==> config.mk <==
export PLATFORM = sky130hd
export DESIGN_NAME = reaction_timer
export DESIGN_NICKNAME = d
export VERILOG_FILES = /design/src/rtl/reaction_timer.sv
export SDC_FILE = /design/constraint.sdc
export NUM_CORES = 1
export LEC_CHECK = 0
export ABC_AREA = 1
export CORE_ASPECT_RATIO = 2
export CORE_MARGIN = 3
export CORE_UTILIZATION = 55
export CTS_CLUSTER_DIAMETER = 150
export DETAILED_ROUTE_END_ITERATION = 16
export PLACE_DENSITY = 0.85
export SLEW_MARGIN = 20
export SYNTH_ARGS = -nofsm -noshare
export SYNTH_HDL_FRONTEND = slang
export SYNTH_SLANG_ARGS = --single-unit
==> constraint.sdc <==
create_clock -name clk -period 2.41 [get_ports clk]
set_input_delay 0.482 -clock clk [delete_from_list [all_inputs] [get_ports clk]]
set_output_delay 0.482 -clock clk [all_outputs]
set_load 0.05 [all_outputs]
==> src/rtl/reaction_timer.sv <==
// Reaction-time measurement core: random fore-period, lamp on, then count ms
// until REACT. Reports result, false start or timeout with a one-cycle strobe.
module reaction_timer #(
  parameter int MIN_DELAY_MS = 1000,
  parameter int RAND_W       = 11,
  parameter int TIMEOUT_MS   = 9999
) (
  input  logic        clk,
  input  logic        rst_n,
  input  logic        i_tick_1ms,
  input  logic        i_start_n,
  input  logic        i_react_n,
  output logic        o_stimulus,
  output logic        o_busy,
  output logic [13:0] o_result_ms,
  output logic        o_result_valid,
  output logic        o_false_start,
  output logic        o_timeout
);

  localparam logic [1:0] S_IDLE  = 2'd0;
  localparam logic [1:0] S_WAIT  = 2'd1;
  localparam logic [1:0] S_ARMED = 2'd2;
  localparam logic [1:0] S_DONE  = 2'd3;

  localparam logic [16:0] MIN_DELAY    = 17'(MIN_DELAY_MS);
  localparam logic [13:0] TIMEOUT_LAST = 14'(TIMEOUT_MS - 1);
  localparam logic [13:0] TIMEOUT_VAL  = 14'(TIMEOUT_MS);

  logic [1:0]  r_startSync;
  logic        r_startPrev;
  logic        r_startEvt;
  logic [1:0]  r_reactSync;
  logic        r_reactPrev;
  logic        r_reactEvt;
  logic [15:0] r_lfsr;
  logic [1:0]  r_state;
  logic [16:0] r_delayCnt;
  logic [13:0] r_rtCnt;
  logic [16:0] w_loadDelay;

  assign w_loadDelay = MIN_DELAY + 17'(r_lfsr[RAND_W-1:0]);

  // Keys idle high, so the synchronizers reset to 1 to avoid a phantom press.
  always_ff @(posedge clk or negedge rst_n) begin
    if (!rst_n) begin
      r_startSync <= 2'b11;
      r_startPrev <= 1'b1;
      r_startEvt  <= 1'b0;
      r_reactSync <= 2'b11;
      r_reactPrev <= 1'b1;
      r_reactEvt  <= 1'b0;
    end else begin
      r_startSync <= {r_startSync[0], i_start_n};
      r_startPrev <= r_startSync[1];
      r_startEvt  <= r_startPrev & ~r_startSync[1];
      r_reactSync <= {r_reactSync[0], i_react_n};
      r_reactPrev <= r_reactSync[1];
      r_reactEvt  <= r_reactPrev & ~r_reactSync[1];
    end
  end

  // Free-running x^16+x^14+x^13+x^11 sequence; sampled only at START.
  always_ff @(posedge clk or negedge rst_n) begin
    if (!rst_n) begin
      r_lfsr <= 16'hACE1;
    end else begin
      r_lfsr <= {r_lfsr[14:0], r_lfsr[15] ^ r_lfsr[13] ^ r_lfsr[12] ^ r_lfsr[10]};
    end
  end

  always_ff @(posedge clk or negedge rst_n) begin
    if (!rst_n) begin
      r_state        <= S_IDLE;
      r_delayCnt     <= 17'd0;
      r_rtCnt        <= 14'd0;
      o_stimulus     <= 1'b0;
      o_busy         <= 1'b0;
      o_result_ms    <= 14'd0;
      o_result_valid <= 1'b0;
      o_false_start  <= 1'b0;
      o_timeout      <= 1'b0;
    end else begin
      o_result_valid <= 1'b0;
      case (r_state)
        S_IDLE, S_DONE: begin
          if (r_startEvt) begin
            r_state       <= S_WAIT;
            r_delayCnt    <= w_loadDelay;
            o_busy        <= 1'b1;
            o_false_start <= 1'b0;
            o_timeout     <= 1'b0;
            o_result_ms   <= 14'd0;
          end
        end
        // REACT is tested first so it beats a coincident expiring tick.
        S_WAIT: begin
          if (r_reactEvt) begin
            r_state        <= S_DONE;
            o_busy         <= 1'b0;
            o_false_start  <= 1'b1;
            o_result_ms    <= 14'd0;
            o_result_valid <= 1'b1;
          end else if (i_tick_1ms) begin
            if (r_delayCnt == 17'd1) begin
              r_state    <= S_ARMED;
              r_rtCnt    <= 14'd0;
              o_stimulus <= 1'b1;
            end else begin
              r_delayCnt <= r_delayCnt - 17'd1;
            end
          end
        end
        S_ARMED: begin
          if (r_reactEvt) begin
            r_state        <= S_DONE;
            o_busy         <= 1'b0;
            o_stimulus     <= 1'b0;
            o_result_ms    <= r_rtCnt;
            o_result_valid <= 1'b1;
          end else if (i_tick_1ms) begin
            if (r_rtCnt == TIMEOUT_LAST) begin
              r_state        <= S_DONE;
              o_busy         <= 1'b0;
              o_stimulus     <= 1'b0;
              o_timeout      <= 1'b1;
              o_result_ms    <= TIMEOUT_VAL;
              o_result_valid <= 1'b1;
            end else begin
              r_rtCnt <= r_rtCnt + 14'd1;
            end
          end
        end
        default: r_state <= S_IDLE;
      endcase
    end
  end

endmodule

==> reports/qor.tcl <==
set qor(data_arrival_time_of_the_critical_path_ns) 1.59
set qor(antennaDiodeCount) 0
set qor(power.share.combinational_pct) 48.0
set qor(grt_first_pass_wirelength_um) 15900
set qor(r2r-end) {r_delayCnt[11]}
set qor(timing.reg2reg.worst_path_depth) 11
set qor(worst_setup_path_end_kind) {output port}
set qor(period_minus_slack_ns) 2.07
set qor(switching_power_mw) 2.72
set qor(clock-sinks) 76
set qor(detailedRoute.firstPassIterationCount) 5
set qor(area_delta_synth_final_pct) 13.6
set qor(yosys_most_used_dff) {sky130_fd_sc_hd__dfrtp_1}
set qor(cts.repair_timing.setup_buffer_count) 0
set qor(fillers) 635
set qor(nNetsFinal) 555
set qor(reg2reg_slack_ns) 0.35
set qor(synth.net_count) 531
set qor(vias_per_cell) 5.41
set qor(fp_rows) 44
set qor(tritoncts) {done}
set qor(postSynth.asyncResetShare_pct) 100
set qor(power-per-cell-area_nw_per_um2) 1230
set qor(final.setup_skew_ns) 0.0104
set qor(layout_worst_path_cycle_share_pct) 85.8
set qor(yosys-top-cells-area) {sky130_fd_sc_hd__dfrtp_1, sky130_fd_sc_hd__nand2_1, sky130_fd_sc_hd__dfstp_2}
set qor(cp.buffers_inverters) 1
set qor(remaining_drc_errors) 0
set qor(synth.largest_area_cell) {sky130_fd_sc_hd__dfrtp_1}
set qor(postRouteAntennaNets) 0
set qor(yosysSeqAreaShare_pct) 45.5
set qor(grt_pass1_vias) 3418
set qor(clkPwrFrac_pct) 22.8
set qor(path_cells) {clkdlybuf4s50_1}
set qor(finish.cell_count_without_fillers) 640
set qor(hold_crit_class) {primary input to async pin}
set qor(crit_path_top_delay_cell) {sky130_fd_sc_hd__clkdlybuf4s50_1}
set qor(initial_utilization_pct) 57.2
set qor(cpPeakStageDelay_ns) 0.84
set qor(design.portCount) 24
set qor(groute.usage.overall_pct) 24.0
set qor(timing.setup.tns_ns) 0
set qor(detailedRoute.firstIterationViolations) 262
set qor(critPathMaxFanout) 2
set qor(hold_viol) 0
set qor(gp_congestion) 0.958
set qor(max_freq_ghz) 0.484
set qor(port-buffer-count) 23
set qor(mean_syn_cell_area_um2) 8.13
set qor(hpwl_um) 7020
set qor(place.detailed.instances) 624
set qor(worst_slew_pin_slew_ns) 0.533
set qor(die-width_um) 67.9
set qor(outcome) {complete, no violations}
set qor(final_layout_size_suffix_gt1_share_pct) 18.4
set qor(postSynthRegisterBits) 76
set qor(cts-buffers-inserted) 9
set qor(design.die.area_um2) 8820
set qor(post_cts_hold_buffer_count) 0
set qor(mappedNetlistArea_um2) 4220
set qor(postSynthCellCount) 519
set qor(leakage_power_summed_over_all_cells_nw) 2.26
set qor(yosys.cell_types.count) 33
set qor(max-vdd-ir-drop_v) 0.000825
set qor(grt_overflow) 0
set qor(critPathRequiredTime_ns) 1.93
set qor(root_buffer) {sky130_fd_sc_hd__clkbuf_16}
set qor(routed-via-count) 3461
set qor(wirelength_um) 9570
set qor(clk_latency_ns) 0.34
set qor(path_class) {register to output port}
set qor(cts_resized) 0
set qor(path_clk_slew_ns) 0.06
set qor(path_delay_family) {buffers and inverters}
set qor(synthesis.yosys.warnings) 0
set qor(placeableCoreArea_um2) 7380
set qor(r2r-start) {r_state[0]}
set qor(synth_enable_flop_cells) 0
set qor(cts-root-to-sink-buffers) 2
set qor(slew_viol_final) 0
set qor(cts-htree-levels) 3
set qor(power.switching_fraction_pct) 46.1
set qor(floorplan.die.height_um) 130
set qor(share_seq_of_total_power_pct) 29.2
set qor(rsz0062_at_grt) {no}
set qor(timing.final.setup_violations) 0
set qor(synth.top_cell.area_share_pct) 36.8
set qor(power.internal_mw) 3.18
set qor(worst_slew_margin_rel_pct) 64.5
set qor(initial_antenna_violation_count) 0
set qor(number_of_max_cap_violations) 0
set qor(wl_per_cell_um) 14.9
set qor(worstSetupStartpointType) {register}
set qor(maximum_number_of_pins_on_one_net_before_global_route_repair) 43
## cells in the final DEF (no fill, tap or decap), drive strengths merged
cell,count
or2,1
o21ai,47
dfstp,14
bufinv,1
xnor2,4
nand4,8
ha,7
nor3b,1
inv,44
clkinvlp,2
nand2,193
buf,4
nor2,67
a21oi,4
nand3,37
clkbuf,12
nand3b,1
dfrtp,62
o21bai,3
nor3,3
clkdlybuf4s50,22
clkinv,1
xor2,10
## routing by layer
metal	global-route usage, %	wire length [um]	vias to the layer above
li1	-	-	1690
met1	24.6	3480	1654
met2	43.7	5360	84
met3	5.17	295	33
met4	12.3	434	0
met5	0	0	-
## power groups by stage
stage	Combinational [mW]	Sequential [mW]	Clock (mW)
2_1_floorplan	2.02	2.02	0
3_3_place_gp	2.74	1.73	0
3_5_place_dp	2.81	1.73	0
4_1_cts	2.83	1.72	1.37
5_1_grt	3.11	1.75	1.43
6_report	2.83	1.72	1.34
## synthesized netlist by cell type (3+ instances only)
library cell	n
sky130_fd_sc_hd__a21oi_1	4
sky130_fd_sc_hd__buf_6	6
sky130_fd_sc_hd__clkbuf_1	3
sky130_fd_sc_hd__dfrtp_1	62
sky130_fd_sc_hd__dfstp_2	14
sky130_fd_sc_hd__ha_1	7
sky130_fd_sc_hd__inv_1	40
sky130_fd_sc_hd__inv_2	4
sky130_fd_sc_hd__nand2_1	169
sky130_fd_sc_hd__nand2_2	17
sky130_fd_sc_hd__nand2_4	7
sky130_fd_sc_hd__nand3_1	32
sky130_fd_sc_hd__nand3_2	3
sky130_fd_sc_hd__nand4_1	8
sky130_fd_sc_hd__nor2_1	53
sky130_fd_sc_hd__nor2_2	6
sky130_fd_sc_hd__nor2_4	7
sky130_fd_sc_hd__o21ai_0	26
sky130_fd_sc_hd__o21ai_2	20
sky130_fd_sc_hd__o21bai_1	3
sky130_fd_sc_hd__xnor2_1	4
sky130_fd_sc_hd__xor2_1	10
## worst max-delay path by stage
stage / start / endpoint / slack (ns) / cells after the start
6_report: o_result_ms[4] / o_result_ms[4] / 0.34 / 1
5_1_grt: r_state[0] / r_delayCnt[11] / 0.14 / 11
4_1_cts: o_result_ms[4] / o_result_ms[4] / 0.33 / 1
3_5_place_dp: i_tick_1ms / o_result_ms[6] / 0.25 / 8
3_3_place_gp: i_tick_1ms / o_result_ms[7] / 0.35 / 8
2_1_floorplan: r_state[0] / r_delayCnt[12] / 0.74 / 10
## per-stage QoR
stage | area, um2 | hold WS (ns) | worst slack [ns] | power, mW | utilization, %
floorplan | 4220 | 0.186 | 0.744 | 4.04 | -
global placement | 4500 | 0.339 | 0.350 | 4.47 | 61.0
CTS | 4790 | 0.138 | 0.329 | 5.92 | 65.0
global route | 4790 | 0.168 | 0.142 | 6.30 | 65.0
detailed placement | 4500 | 0.345 | 0.253 | 4.54 | 61.0
finish | 4790 | 0.130 | 0.342 | 5.89 | 65.0
## state kept, by name, indices dropped and copies added (netlist names)
register        cells
r_startPrev         1
r_reactSync         2
r_delayCnt         17
r_reactPrev         1
r_state             2
r_lfsr             16
o_false_start       1
o_result_valid      1
r_startEvt          1
o_stimulus          1
r_reactEvt          1
o_result_ms        14
o_busy              1
r_startSync         2
r_rtCnt            14
o_timeout           1
## final cells by class
cell class,instances,area [um2],area share (%)
Multi-Input combinational cell,386,2030,42.4
Sequential cell,76,1920,40.0
Timing Repair Buffer,26,263,5.48
Clock buffer,12,246,5.14
Inverter,44,165,3.45
Tap cell,92,115,2.40
Clock inverter,4,50.0,1.04
## cell families (layout without fill, tap and decap cells)
family / count (synthesis) / count (layout) / synth area share [%]
simple gates: 311 / 311 / 34.9
compound gates: 54 / 54 / 8.36
buf+inv: 57 / 86 / 6.29
xor+xnor: 14 / 14 / 2.91
fa+ha+maj: 7 / 7 / 2.08
flops: 76 / 76 / 45.5
Power figures use the tool's default switching activity.
